## config.mk

```make
export PLATFORM = sky130hd
export DESIGN_NAME = baccarat_match_ctrl
export DESIGN_NICKNAME = d
export VERILOG_FILES = /design/src/rtl/baccarat_pkg.sv /design/src/rtl/key_step_sync.sv /design/src/rtl/baccarat_match_ctrl.sv
export SDC_FILE = /design/constraint.sdc
export NUM_CORES = 1
export LEC_CHECK = 0
export ABC_AREA = 1
export CORE_MARGIN = 2
export CORE_UTILIZATION = 50
export DETAILED_ROUTE_END_ITERATION = 10
export PLACE_DENSITY = 0.74
export SLEW_MARGIN = 20
export SYNTH_ARGS = -nofsm -noshare
export SYNTH_HDL_FRONTEND = slang
export SYNTH_HIERARCHICAL = 1
export SYNTH_SLANG_ARGS = --single-unit
```

## constraint.sdc

```tcl
create_clock -name CLOCK_50 -period 4.16 [get_ports CLOCK_50]
set_input_delay 1.04 -clock CLOCK_50 [delete_from_list [all_inputs] [get_ports CLOCK_50]]
set_output_delay 1.04 -clock CLOCK_50 [all_outputs]
set_load 0.02 [all_outputs]
```

## src/rtl/baccarat_pkg.sv

```systemverilog
// rtl/baccarat_pkg.sv - shared types, widths and card/tableau helpers for the baccarat match controller
package baccarat_pkg;

    localparam int RANK_W  = 4;
    localparam int SCORE_W = 4;

    typedef enum logic [3:0] {
        IDLE,
        P1,
        D1,
        P2,
        D2,
        EVAL,
        P3,
        D3,
        RESULT,
        MATCH_END
    } state_t;

    // Ranks 1..9 score face value; tens, court cards and out-of-range codes score 0.
    function automatic logic [SCORE_W-1:0] card_points(input logic [RANK_W-1:0] rank);
        if (rank >= 4'd1 && rank <= 4'd9) begin
            return rank;
        end
        return '0;
    endfunction

    // Modulo-10 add of two 0..9 values by a single compare/subtract.
    function automatic logic [SCORE_W-1:0] score_add(input logic [SCORE_W-1:0] a,
                                                     input logic [SCORE_W-1:0] b);
        logic [SCORE_W:0] sum;
        sum = {1'b0, a} + {1'b0, b};
        if (sum >= 5'd10) begin
            sum = sum - 5'd10;
        end
        return sum[SCORE_W-1:0];
    endfunction

    // Dealer third-card rule once the player has drawn a third card worth p3.
    function automatic logic dealer_draws(input logic [SCORE_W-1:0] ds,
                                          input logic [SCORE_W-1:0] p3);
        case (ds)
            4'd0, 4'd1, 4'd2: return 1'b1;
            4'd3:             return (p3 != 4'd8);
            4'd4:             return (p3 >= 4'd2 && p3 <= 4'd7);
            4'd5:             return (p3 >= 4'd4 && p3 <= 4'd7);
            4'd6:             return (p3 == 4'd6 || p3 == 4'd7);
            default:          return 1'b0;
        endcase
    endfunction

endpackage

```

## src/rtl/key_step_sync.sv

```systemverilog
// rtl/key_step_sync.sv - two-flop synchroniser and falling-edge detector for the step key
module key_step_sync (
    input  logic CLOCK_50,
    input  logic resetb,
    input  logic key_n,
    output logic step_pulse
);

    logic sync1_q;
    logic sync2_q;
    logic prev_q;

    // Flops reset to the released-key level so reset release never fakes a press.
    always_ff @(posedge CLOCK_50 or negedge resetb) begin
        if (!resetb) begin
            sync1_q <= 1'b1;
            sync2_q <= 1'b1;
            prev_q  <= 1'b1;
        end else begin
            sync1_q <= key_n;
            sync2_q <= sync1_q;
            prev_q  <= sync2_q;
        end
    end

    assign step_pulse = prev_q & ~sync2_q;

endmodule

```

## src/rtl/baccarat_match_ctrl.sv

```systemverilog
// rtl/baccarat_match_ctrl.sv - baccarat match FSM, score datapath and tallies; optional macro BACCARAT_AUTO_STEP_EN
module baccarat_match_ctrl
    import baccarat_pkg::*;
#(
    parameter int NUM_GAMES = 8,
    parameter int TALLY_W   = 4,
    parameter int AUTO_DIV  = 50
) (
    input  logic                           CLOCK_50,
    input  logic                           resetb,
    input  logic                           step_n,
    input  logic [RANK_W-1:0]              card_in,
    output logic [SCORE_W-1:0]             pscore,
    output logic [SCORE_W-1:0]             dscore,
    output logic [1:0]                     p_count,
    output logic [1:0]                     d_count,
    output logic                           player_win,
    output logic                           dealer_win,
    output logic                           tie,
    output logic                           game_done,
    output logic                           match_done,
    output logic [TALLY_W-1:0]             p_tally,
    output logic [TALLY_W-1:0]             d_tally,
    output logic [TALLY_W-1:0]             t_tally,
    output logic [$clog2(NUM_GAMES+1)-1:0] games_played
);

    localparam int GP_W = $clog2(NUM_GAMES + 1);
    localparam logic [TALLY_W-1:0] TALLY_MAX = '1;

    logic step;

`ifdef BACCARAT_AUTO_STEP_EN
    localparam int DIV_W = (AUTO_DIV > 1) ? $clog2(AUTO_DIV) : 1;
    logic [DIV_W-1:0] div_q;
    logic             unused_step_n;

    assign unused_step_n = step_n;

    // Free-running divider standing in for the key: one step every AUTO_DIV cycles.
    always_ff @(posedge CLOCK_50 or negedge resetb) begin
        if (!resetb) begin
            div_q <= '0;
        end else if (div_q == DIV_W'(AUTO_DIV - 1)) begin
            div_q <= '0;
        end else begin
            div_q <= div_q + 1'b1;
        end
    end

    assign step = (div_q == DIV_W'(AUTO_DIV - 1));
`else
    key_step_sync u_key_step_sync (
        .CLOCK_50   (CLOCK_50),
        .resetb     (resetb),
        .key_n      (step_n),
        .step_pulse (step)
    );
`endif

    state_t              state_q, state_d;
    logic [SCORE_W-1:0]  pscore_q, pscore_d, dscore_q, dscore_d;
    logic [1:0]          p_count_q, p_count_d, d_count_q, d_count_d;
    logic                pwin_q, pwin_d, dwin_q, dwin_d, tie_q, tie_d;
    logic                done_q, done_d, match_q, match_d;
    logic [TALLY_W-1:0]  p_tally_q, p_tally_d, d_tally_q, d_tally_d, t_tally_q, t_tally_d;
    logic [GP_W-1:0]     games_q, games_d;
    logic [SCORE_W-1:0]  pts;

    assign pts = card_points(card_in);

    // State and all visible outputs are registered together.
    always_ff @(posedge CLOCK_50 or negedge resetb) begin
        if (!resetb) begin
            state_q   <= IDLE;
            pscore_q  <= '0;
            dscore_q  <= '0;
            p_count_q <= '0;
            d_count_q <= '0;
            pwin_q    <= 1'b0;
            dwin_q    <= 1'b0;
            tie_q     <= 1'b0;
            done_q    <= 1'b0;
            match_q   <= 1'b0;
            p_tally_q <= '0;
            d_tally_q <= '0;
            t_tally_q <= '0;
            games_q   <= '0;
        end else begin
            state_q   <= state_d;
            pscore_q  <= pscore_d;
            dscore_q  <= dscore_d;
            p_count_q <= p_count_d;
            d_count_q <= d_count_d;
            pwin_q    <= pwin_d;
            dwin_q    <= dwin_d;
            tie_q     <= tie_d;
            done_q    <= done_d;
            match_q   <= match_d;
            p_tally_q <= p_tally_d;
            d_tally_q <= d_tally_d;
            t_tally_q <= t_tally_d;
            games_q   <= games_d;
        end
    end

    // Next state, hand arithmetic, and the one-shot result/tally update on entry to RESULT.
    always_comb begin
        state_d   = state_q;
        pscore_d  = pscore_q;
        dscore_d  = dscore_q;
        p_count_d = p_count_q;
        d_count_d = d_count_q;
        pwin_d    = pwin_q;
        dwin_d    = dwin_q;
        tie_d     = tie_q;
        done_d    = done_q;
        match_d   = match_q;
        p_tally_d = p_tally_q;
        d_tally_d = d_tally_q;
        t_tally_d = t_tally_q;
        games_d   = games_q;

        case (state_q)
            IDLE: if (step) begin
                pscore_d  = '0;
                dscore_d  = '0;
                p_count_d = '0;
                d_count_d = '0;
                state_d   = P1;
            end
            P1, P2: if (step) begin
                pscore_d  = score_add(pscore_q, pts);
                p_count_d = p_count_q + 2'd1;
                state_d   = (state_q == P1) ? D1 : D2;
            end
            D1, D2: if (step) begin
                dscore_d  = score_add(dscore_q, pts);
                d_count_d = d_count_q + 2'd1;
                state_d   = (state_q == D1) ? P2 : EVAL;
            end
            EVAL: begin
                if (pscore_q >= 4'd8 || dscore_q >= 4'd8) begin
                    state_d = RESULT;
                end else if (pscore_q <= 4'd5) begin
                    state_d = P3;
                end else if (dscore_q <= 4'd5) begin
                    state_d = D3;
                end else begin
                    state_d = RESULT;
                end
            end
            P3: if (step) begin
                pscore_d  = score_add(pscore_q, pts);
                p_count_d = p_count_q + 2'd1;
                state_d   = dealer_draws(dscore_q, pts) ? D3 : RESULT;
            end
            D3: if (step) begin
                dscore_d  = score_add(dscore_q, pts);
                d_count_d = d_count_q + 2'd1;
                state_d   = RESULT;
            end
            RESULT: if (step) begin
                pwin_d = 1'b0;
                dwin_d = 1'b0;
                tie_d  = 1'b0;
                done_d = 1'b0;
                if (games_q == GP_W'(NUM_GAMES)) begin
                    state_d = MATCH_END;
                    match_d = 1'b1;
                end else begin
                    state_d = IDLE;
                end
            end
            MATCH_END: state_d = MATCH_END;
            default:   state_d = IDLE;
        endcase

        if (state_d == RESULT && state_q != RESULT) begin
            done_d  = 1'b1;
            games_d = games_q + 1'b1;
            if (pscore_d > dscore_d) begin
                pwin_d = 1'b1;
                if (p_tally_q != TALLY_MAX) p_tally_d = p_tally_q + 1'b1;
            end else if (dscore_d > pscore_d) begin
                dwin_d = 1'b1;
                if (d_tally_q != TALLY_MAX) d_tally_d = d_tally_q + 1'b1;
            end else begin
                tie_d = 1'b1;
                if (t_tally_q != TALLY_MAX) t_tally_d = t_tally_q + 1'b1;
            end
        end
    end

    assign pscore       = pscore_q;
    assign dscore       = dscore_q;
    assign p_count      = p_count_q;
    assign d_count      = d_count_q;
    assign player_win   = pwin_q;
    assign dealer_win   = dwin_q;
    assign tie          = tie_q;
    assign game_done    = done_q;
    assign match_done   = match_q;
    assign p_tally      = p_tally_q;
    assign d_tally      = d_tally_q;
    assign t_tally      = t_tally_q;
    assign games_played = games_q;

endmodule

```

==> results.toml, run 1 <==
[routing]
viasPerCell = 5.26
wl_per_cell_um = 14.5
drt_pass1_iterations = 4
antenna_left = 0
drc = 0
drt_iter0_drc = 134
wl_um = 7160
vias = 2604

[placed_design]
dp.cells = 473
gp_congestion = 0.867
io_buffers = 39
dp_hpwl_um = 4910

[global_route]
grt_usage_pct = 24.9
grt_max_degree = 41
grt.busiest_layer = "met2"
use_met2_pct = 40.4
grt_pass1_wl_um = 11900
met1_usage_pct = 33.8
antenna_found_initial = 0
met3_usage_pct = 3.53
grt_pass1_vias = 2507
grt.overflow.total = 0

[logic_synthesis]
syn-num-nets = 378
yosysWarnings = 6
ys_top_cells_by_count = "nand2_1, inv_1, dfrtp_1, nor2_1, nand3_1"
syn_area_um2 = 2680
synth_top_area_share_pct = 34.5
ys_ff_latch = 40
ys_seq_area_share_pct = 37.4
async_reset_ff_share_pct = 100
ys.flop_type = "dfrtp_1"
synth_edf_count = 0
synth.most_common_cell = "nand2_1"
synth_area_leaders = "dfrtp_1, nand2_1, ha_1, inv_1, nand3_1"
synth_area_leader_cell = "dfrtp_1"
avgSynthCellArea_um2 = 7.67
synth.distinct_cells = 35
syn_inst = 350

[floorplanning]
start_util_pct = 52.2
ios = 40
core-area_um2 = 5140
die-area_um2 = 5970
rows = 26
dieHeight_um = 77.3
die_w_um = 77.3

[power]
peakVddDrop_v = 0.000467
p_int_uw = 1630
p_switching_uw = 1460
clockPowerShare_pct = 11.0
power.static_leakage_uw = 0.00183
p_seq_share_pct = 22.4
p_comb_share_pct = 66.6
power.total_uw = 3080
switching_share_pct = 47.2
power-per-cell-area_nw_per_um2 = 820

[cells_and_area]
drive_gt1_share_pct = 25.2
nets = 452
antennaDiodeCount = 0
fillers = 419
area_delta_synth_final_pct = 40.1
final_util_pct = 73.2
instances_no_fill = 495

[timing]
max_freq_ghz = 0.240
finalMaxSlewViolations = 0
setup_slack_ns = -0.00684
fin_crit_ns = 4.17
min_period_over_period_pct = 100
skew_ns = 0.00685
setup_viol = 2
hold_violations = 0
rsz0062_at_grt = "yes"
slew_headroom_pct = 38.8
worstMarginPinSlew_ns = 0.917

[setup_path]
path_max_fanout = 4
critical_path_class = "in2reg"
crit_family = "simple AND/OR/NAND/NOR gates"
cp_slowest_cell = "a221oi_4"
path_buf_inv = 5
worstSetupPathDepth = 24
cp.arrival_ns = 4.36
cp_common_cell = "nand2_1"
cp-end-kind = "flop"
crit_chain = "buf_8 > nor3_4 > a21oi_4 > nor2_4 > ha_4 > inv_2 > fa_2 > xnor2_2 > buf_4 > o31ai_4 > nand2_2 > nand2_2 > nand2_1 > nand3_1 > nand2_1 > o21ai_2 > inv_2 > ha_4 > inv_4 > o21bai_4 > a221oi_4 > nand4_1 > nand2_1 > nand2_1"
crit_path_start_kind = "primary input"
cpPeakStageDelay_ns = 0.37
ff2ff_path_depth = 19
critPathRequiredTime_ns = 4.35

[clock_tree]
cts_made_buffers = 5
htree_num_levels = 2
ctsHoldBuffers = 0
clkSlewWorstSetupHoldPaths_ns = 0.08
cts_buffer_depth = 2
clk_latency_ns = 0.30
cts_tree = "done"
cts_sinks = 40
cts-root-buf = "clkbuf_8"

[status]
status = "complete, but fails checks"
violations = "setup timing"

[worst_hold_path]
holdPathStages = 0
min_path_type = "reg2reg"

[job]
drv_cap = 0
[cell type report]
cell class	count	area, um2	area share, %
multi-input combinational	249	1690	44.9
sequential	40	1000	26.7
timing repair buffer	71	641	17.0
inverter	57	219	5.82
tap	70	87.6	2.33
clock buffer	6	82.6	2.20
clock inverter	2	38.8	1.03
[routing by layer]
metal / up-vias / share of wire, %
met4: 0 / 2.2
li1: 1293 / -
met1: 1241 / 46
met5: - / 0
met2: 56 / 48
met3: 14 / 3.5
[worst paths after layout]
check | slack, ns | to | from
setup / recovery | -0.007 | p_tally[2] | card_in[1]
min in group asynchronous | 0.88 | p_count[1] | resetb
hold reg to reg | 0.36 | u_key_step_sync/sync2_q | u_key_step_sync/sync1_q
hold / removal | 0.36 | u_key_step_sync/sync2_q | u_key_step_sync/sync1_q
max in group asynchronous | 2.72 | d_tally[3] | resetb
setup reg to reg | 0.82 | p_tally[2] | pscore[1]
[cell families after synthesis]
| group | share of synthesized area (%) |
|---|---|
| DFF | 37.4 |
| xor gates and xnor gates | 3.92 |
| buffers and inverters | 9.23 |
| and+or+nand+nor | 30.0 |
| AOI/OAI and AO/OA | 9.04 |
| adders and majority gates | 10.3 |
[cell usage in the layout, fill, tap and decap left out, drive strengths merged, types with 4 or more instances in the layout]
| master | instances |
|---|---|
| a21oi | 14 |
| buf | 36 |
| clkbuf | 7 |
| clkdlybuf4s50 | 34 |
| dfrtp | 37 |
| ha | 19 |
| inv | 57 |
| nand2 | 87 |
| nand3 | 28 |
| nand4 | 17 |
| nor2 | 35 |
| nor3 | 4 |
| o21ai | 12 |
| o22ai | 4 |
| xnor2 | 5 |
| xor2 | 7 |
[power by group through the flow]
stage | combinational [uW] | sequential, uW | clock [uW]
final | 2060 | 690 | 339
after global routing | 2250 | 711 | 357
after CTS | 1810 | 689 | 342
after detailed placement | 1640 | 689 | 0
after global placement | 1590 | 689 | 0
after floorplan | 963 | 779 | 0
[repair_timing]
item                       4_1_cts  5_1_grt
setup endpoints to repair       15       15
gates resized for setup         53       22
pin swaps                       25       23
buffers inserted                 9        5
[per-stage QoR]
step | setup TNS (ns) | setup WS, ns | hold slack, ns | cell area (um2)
after floorplan | -0.823 | -0.0790 | 0.345 | 2750
after global placement | -11.38 | -0.804 | 0.352 | 3320
after detailed placement | -14.67 | -1.05 | 0.348 | 3320
after CTS | -0.00983 | -0.00983 | 0.364 | 3630
after global routing | -2.38 | -0.210 | 0.370 | 3760
final | -0.0111 | -0.00684 | 0.363 | 3760
[sequential cells by signal (all words and copies together) (netlist names), 2 cells and up]
signal and flops:
p_tally 4, p_count 2, pscore 4, t_tally 4, d_count 2, dscore 4, state_q 4, d_tally 4
games_played 4
No activity file was read; power rests on OpenSTA's default activity.
==> run 2: changes to the inputs <==
Settings changed: HOLD_SLACK_MARGIN set to 0.02.
==> results of run 2 <==
Same layout as run 1: the final DEF is identical, and so are final timing and power.
==> run 3: changes to the inputs <==
Settings changed: ABC_CLOCK_PERIOD_IN_PS set to 4160.
==> results of run 3 <==
Same layout as run 1: the final DEF is identical, and so are final timing and power.
